## src/rtl/instr_fetch_unit.sv

```systemverilog
// Instruction fetch unit: owns the PC, waits the memory read latency, presents
// fetched words to decode over valid/ready, resolves local 'br' and execute redirects.
module instr_fetch_unit #(
  parameter int unsigned RD_WAIT   = 2,
  parameter int unsigned MEM_BYTES = 40,
  parameter logic [4:0]  OP_BR     = 5'b00011
) (
  input  logic        clk,
  input  logic        reset_n,
  output logic [31:0] imem_addr,
  input  logic [31:0] imem_instr,
  output logic        out_valid,
  input  logic        out_ready,
  output logic [31:0] out_instr,
  output logic [31:0] out_pc,
  input  logic        redirect_valid,
  input  logic [31:0] redirect_pc,
  output logic        br_taken,
  output logic        halted
);

  localparam logic [1:0] FETCH = 2'd0;
  localparam logic [1:0] HOLD  = 2'd1;
  localparam logic [1:0] HALT  = 2'd2;

  localparam int unsigned CW = (RD_WAIT > 1) ? $clog2(RD_WAIT) : 1;
  localparam logic [CW-1:0] LAST_CNT = CW'(RD_WAIT - 1);
  localparam logic [31:0]   LIMIT    = 32'(MEM_BYTES);

  logic [1:0]    state;
  logic [31:0]   pc;
  logic [CW-1:0] wait_cnt;

  logic [31:0] redir_target;
  logic [31:0] br_offset;
  logic [31:0] br_target;
  logic [31:0] seq_target;
  logic        is_br;

  // The memory sees the registered PC directly, so the address only moves when pc does.
  assign imem_addr = pc;

  assign redir_target = redirect_pc & 32'hFFFF_FFFC;
  assign br_offset    = {{3{imem_instr[26]}}, imem_instr[26:0], 2'b00};
  assign br_target    = pc + 32'd4 + br_offset;
  assign seq_target   = pc + 32'd4;
  assign is_br        = (imem_instr[31:27] == OP_BR);

  // NOTE: sequential state uses non-blocking assignments so every register
  // samples pre-edge values; blocking here would create order-dependent races.
  always_ff @(posedge clk or negedge reset_n) begin
    if (!reset_n) begin
      state     <= FETCH;
      pc        <= '0;
      wait_cnt  <= '0;
      out_valid <= 1'b0;
      out_instr <= '0;
      out_pc    <= '0;
      br_taken  <= 1'b0;
      halted    <= 1'b0;
    end else begin
      br_taken <= 1'b0;
      if (redirect_valid) begin
        // Redirect outranks everything, including a br sampled this very cycle.
        pc        <= redir_target;
        out_valid <= 1'b0;
        wait_cnt  <= '0;
        if (redir_target >= LIMIT) begin
          state  <= HALT;
          halted <= 1'b1;
        end else begin
          state  <= FETCH;
          halted <= 1'b0;
        end
      end else begin
        case (state)
          FETCH: begin
            if (wait_cnt == LAST_CNT) begin
              wait_cnt <= '0;
              if (is_br) begin
                pc       <= br_target;
                br_taken <= 1'b1;
                if (br_target >= LIMIT) begin
                  state  <= HALT;
                  halted <= 1'b1;
                end
              end else begin
                out_instr <= imem_instr;
                out_pc    <= pc;
                out_valid <= 1'b1;
                state     <= HOLD;
              end
            end else begin
              wait_cnt <= wait_cnt + 1'b1;
            end
          end
          HOLD: begin
            if (out_ready) begin
              out_valid <= 1'b0;
              pc        <= seq_target;
              if (seq_target >= LIMIT) begin
                state  <= HALT;
                halted <= 1'b1;
              end else begin
                state <= FETCH;
              end
            end
          end
          HALT: begin
            out_valid <= 1'b0;
          end
          default: begin
            state     <= FETCH;
            out_valid <= 1'b0;
            wait_cnt  <= '0;
          end
        endcase
      end
    end
  end

endmodule

```

## config.mk

```make
export PLATFORM = sky130hd
export DESIGN_NAME = instr_fetch_unit
export DESIGN_NICKNAME = d
export VERILOG_FILES = /design/src/rtl/instr_fetch_unit.sv
export SDC_FILE = /design/constraint.sdc
export NUM_CORES = 1
export LEC_CHECK = 0
export BUFFER_PORTS_ARGS = -buffer_cell sky130_fd_sc_hd__buf_2
export CAP_MARGIN = 0
export CORE_UTILIZATION = 55
export CTS_CLUSTER_SIZE = 8
export DETAILED_ROUTE_END_ITERATION = 8
export GPL_TIMING_DRIVEN = 1
export HOLD_SLACK_MARGIN = 0.03
export PLACE_DENSITY = 0.81
export SETUP_SLACK_MARGIN = 0.3
export SLEW_MARGIN = 20
export SYNTH_ARGS = -nofsm -noshare
export SYNTH_HDL_FRONTEND = slang
export SYNTH_SLANG_ARGS = --single-unit
```

## constraint.sdc

```tcl
create_clock -name clk -period 7.65 [get_ports clk]
set_input_delay 0.765 -clock clk [delete_from_list [all_inputs] [get_ports clk]]
set_output_delay 0.765 -clock clk [all_outputs]
set_load 0.05 [all_outputs]
```

* After elaboration in Yosys (flattened, before gate mapping)
Cells that the tools add are included. W data, S select, Z words.
Storage, ports and cells: input bits 68, output and inout port bits 99, word-level logic and storage cells 69, bits in registers 102
Operators by class: reduce and logical (&&, ||, !) cells 8, order comparisons 3, eq/ne operators 12, $add $sub $neg 3, muxes and demuxes 33, bitwise operators 2
Operators by type and width (count):
- $mux W32 | 4
- $ge A32 B6 Y1 const B | 3
- $pmux W32 S2 | 1
- $add A32 B3 Y32 const B | 1
- $add A32 B32 Y32 | 1
- $ne A3 B3 Y1 const B | 6
- $mux W1 | 17
- $mux W2 | 7
- $reduce_and A4 Y1 | 3
- $pmux W1 S2 | 3
- $pmux W2 S3 | 1
- $reduce_and A6 Y1 | 1
- $eq A5 B2 Y1 const B | 1
- $ne A4 B4 Y1 const B | 1
- $reduce_and A3 Y1 | 1
- $reduce_bool A3 Y1 | 1
- $eq A2 B1 Y1 const B | 1
- $eq A2 B2 Y1 const B | 1
- $logic_not A2 Y1 | 1
- $ne A2 B1 Y1 const B | 1
- $ne A2 B2 Y1 const B | 1
- $not A1 Y1 | 2
- $reduce_or A2 Y1 | 1
- $add A1 B1 Y1 const B | 1

* Longest topological paths before layout
depth after elaboration 8, mapped depth 19, depth with buffers taken out 16

* Least setup slack after synthesis
No wires, ideal clock.
kind register -> register, start point register pc[5] (netlist: imem_addr[5]), end point register state[1], cell stages (with the launch flop) 18, period minus slack after synthesis 4.681 ns, arrival 4.529 ns, library setup time 0.152 ns, buffers on the path 4, required time 7.498 ns, slack 2.969 ns, path through dfrtp_1 buf_4 nand4_2 or4_4 buf_6 or3_4 buf_6 xnor2_2 ha_1 clkbuf_1 nand4_1 nor3_1 o21ai_1 a21oi_1 o21ai_0 or4bb_1 nor4_2 a31oi_1
Between the ends: word-level cells in the longest chain between the ends 6, elaborated cells between the ends (all ways) 10, classes of those cells add/sub (2); order compare (2); eq/ne (1); mux (4); reduce/logical (1)
Ends and longest elaborated chain:
- from (decl) | RTL line 31 | logic [31:0] pc;
- from (signal assigned) | RTL line 65 | pc <= redir_target;
- from (signal assigned) | RTL line 81 | pc <= br_target;
- from (signal assigned) | RTL line 100 | pc <= seq_target;
- $add A32 B3 Y32 * | RTL line 45, 46
- branches (longest 5 deep; another with $add A32 B32 Y32)
- to (signal assigned) | RTL line 69 | state <= HALT;
- to (signal assigned) | RTL line 102 | state <= HALT;
- to (signal assigned) | RTL line 105 | state <= FETCH;
- to (decl) | RTL line 30 | logic [1:0] state;
Mark *: on every way between the ends. The select of a mux whose other input is x is not followed. A chain may end at the register's enable or synchronous reset.

* Worst setup path in the final report
start point register pc[2] (netlist: imem_addr[2]), end point register state[1]
The elaborated chain is that of the path after synthesis.

==> metrics <==
Power Dens Cells roughly 500 mW/mm2; ranking of synthesized cells by area dfrtp_1 (33%), mux2_2 (9.7%), ha_1 (6.5%), nand2_1 (4.8%), o21ai_0 (4.2%); CTS clk-pin slew, worst paths 70 ps; Setup-failing EPs final 0; RSZ-0062 raised after global routing no; Max clock buf depth 2; Critical Path RT between 7000 and 8000 ps; vias in the first global route between 6000 and 7000; RR Startpoint imem_addr[2]; Crit Path Category flip-flop to flip-flop; area growth from synthesis to layout 15.94%; type of origin of the critical path flip-flop; fin. max-slew vios 0; number of flops mapped to enable cells by yosys 0; post-synthesis sequential area ratio 0.3348; count of different cell masters after synthesis 89; Synth Register Bits 98; vias roughly 6600; mapped cell area 0.007326 mm2; yosys warns 0; number of buffers inserted by hold repair at cts 0; First DRT Iteration DRCs between 500 and 600; crit path capture state[1]; postcts setup bufs 0; top sig layer met4; fmax 192.5 MHz; GRT Util Overall 0.2952; GP Congestion 0.9576; clk_skew approximately 5.8 ps; CTS Sinks 98; Ports roughly 170; DR WL/cell about 18 um; CTS Buf Count 9; post_cts resized 0; worst skew pair latency approximately 350 ps; Crit. End Element flip-flop; initial antenna violation count 0; static leakage 3.945 nW; DRC Markers 0; Vias per Instance 5.973; Setup crit start imem_addr[2]; final hold violation count 0; remaining antenna violation count after routing 0; DP Wirelength roughly 15000 um; most common cell after layout, fill and taps aside buf_2; asr flop ratio synth 1.000; global route overflow 0; die width around 120 um; first-pass GRT wire length about 32000 um; Mapped Cells roughly 800; Max Cap Viol 0; FP Rows 41; relative slew slack 0.3179; cells on worst reg2reg path 15; Total Wirelength between 15000 and 20000 um; fin crit period just over 5000 ps; Inserted Diodes 0; fin crit share 0.6792; final hold slack 385.6 ps; CTS tree built; status completed; CTS root buffer clkbuf_16; WL met1 ~8000 um; largest net degree at the start of global routing 62; CP Max Fanout 9; area share of the leading cell type in the synthesized netlist 0.3348; Top FF cell, synth dfrtp_1; Hold Crit Class input port to async pin; setup TNS 0 ps; met2 WL between 9000 and 10000 um; area of the core approximately 0.013 mm2; worst r2r dst state[1]; die height 117.4 um; worst slew pin tran approximately 1000 ps; met3 WL between 1500 and 2000 um; crit path DAT about 5400 ps; fill count around 1100; First-pass DRT Iterations 5; total die area between 0.01 and 0.015 mm2; peak supply drop 0.3348 mV; H-tree depth 3; proportion of layout cells with a drive suffix above 1 0.2929; # nets final ~1000; post-synth top area cell dfrtp_1; Starting Density 0.5712; port bufs 160; Util after Layout 0.6622; Register-to-Register Setup Slack between 2000 and 2500 ps; syn avg cell area ~9 um2; most frequent cells in the layout buf_2 (159), dfrtp_1 (98), nand2_1 (93)
==> critical path, cell delays in order (launching register included) <==
cell and delay [ps]:
dfrtp_1 530, ha_1 340, nand4_1 220, nor4_1 540, and2_1 290, xor2_1 320
ha_1 380, nand2_1 120, o21ai_0 170, a211oi_1 400, mux2i_1 240, a311o_1 210
o21ai_0 100, or4bb_1 570, nor4_2 460, a31oi_1 140
==> where the power goes <==
| part | total, mW | internal, mW | switching (mW) | leakage [nW] |
|---|---|---|---|---|
| Combinational | 2.85 | 0.907 | 1.94 | 2.55 |
| Sequential | 1.01 | 0.752 | 0.259 | 1.23 |
| Clock | 0.510 | 0.306 | 0.205 | 0.158 |
| Total | 4.37 | 1.97 | 2.41 | 3.95 |
==> sequential cells by signal (all words and copies together) (netlist names) <==
| register | count |
|---|---|
| wait_cnt | 1 |
| halted | 1 |
| state | 2 |
| out_instr | 32 |
| out_valid | 1 |
| out_pc | 30 |
| br_taken | 1 |
| imem_addr | 30 |
==> worst min-delay path by stage <==
stage,startpoint,endpoint,slack (ps),cells after the start
global route,reset_n,out_instr[21],420,1
finish,reset_n,out_instr[21],390,1
CTS,reset_n,out_instr[21],400,1
global placement,out_pc[11],out_pc[11],480,1
detailed placement,out_instr[17],out_instr[17],490,1
floorplan,reset_n,br_taken,470,0
==> per-layer routing <==
metal,vias up,global-route usage
met5,-,0
met4,0,0.1096
met3,45,0.06518
met2,288,0.4974
met1,3101,0.3689
li1,3202,-
==> cell families after synthesis <==
kind of cell             Yosys count  share of synthesized area
XOR/XNOR                          48                    0.06661
AND/OR/NAND/NOR                  261                     0.1937
multiplexers                      76                     0.1146
buffers and inverters             73                    0.04714
flip-flops                        98                     0.3348
adder cells (fa/ha/maj)           39                    0.06764
AO/OA/AOI/OAI                    207                     0.1751
other                              1                  0.0005119
==> stage by stage <==
step	cells	power, mW	setup slack (ps)	cell area [um2]
after floorplan	806	3.173	2969	7337
after global placement	1095	3.779	2624	8157
after detailed placement	1095	3.830	2596	8157
after CTS	1111	4.356	2552	8493
after global routing	1111	4.640	2205	8493
final	1111	4.371	2454	8493
==> cell usage after synthesis (3+ instances only) <==
library cell and count:
o311ai_0 3, nor2_1 45, a221oi_1 3, a31oi_1 8
mux2_2 63, ha_1 38, clkbuf_1 33, buf_6 4
o21ai_1 8, nor4_1 16, nand3_1 12, nand4_1 19
or4_1 3, a21oi_1 58, buf_4 5, o21ai_0 62
nor3_1 16, dfrtp_1 98, xnor2_1 21, and3_1 5
mux2i_1 13, inv_1 25, xor2_1 22, nand3_2 3
o211ai_1 10, and2_1 4, a211oi_1 10, and4_1 7
nand2_1 93, a21o_1 9, nor3b_1 3, nor2b_1 6
o31ai_1 4
==> final cells by class <==
class                      count  area [um2]  area share
sequential                    98        2452      0.2887
timing repair buffer         164       833.3     0.09811
inverter                      26       97.59     0.01149
clock buffer                  11       252.7     0.02976
clock inverter                 5       83.83    0.009870
tap                          172       215.2     0.02534
multi-input combinational    635        4558      0.5367
(Power assumes the default switching activity.)
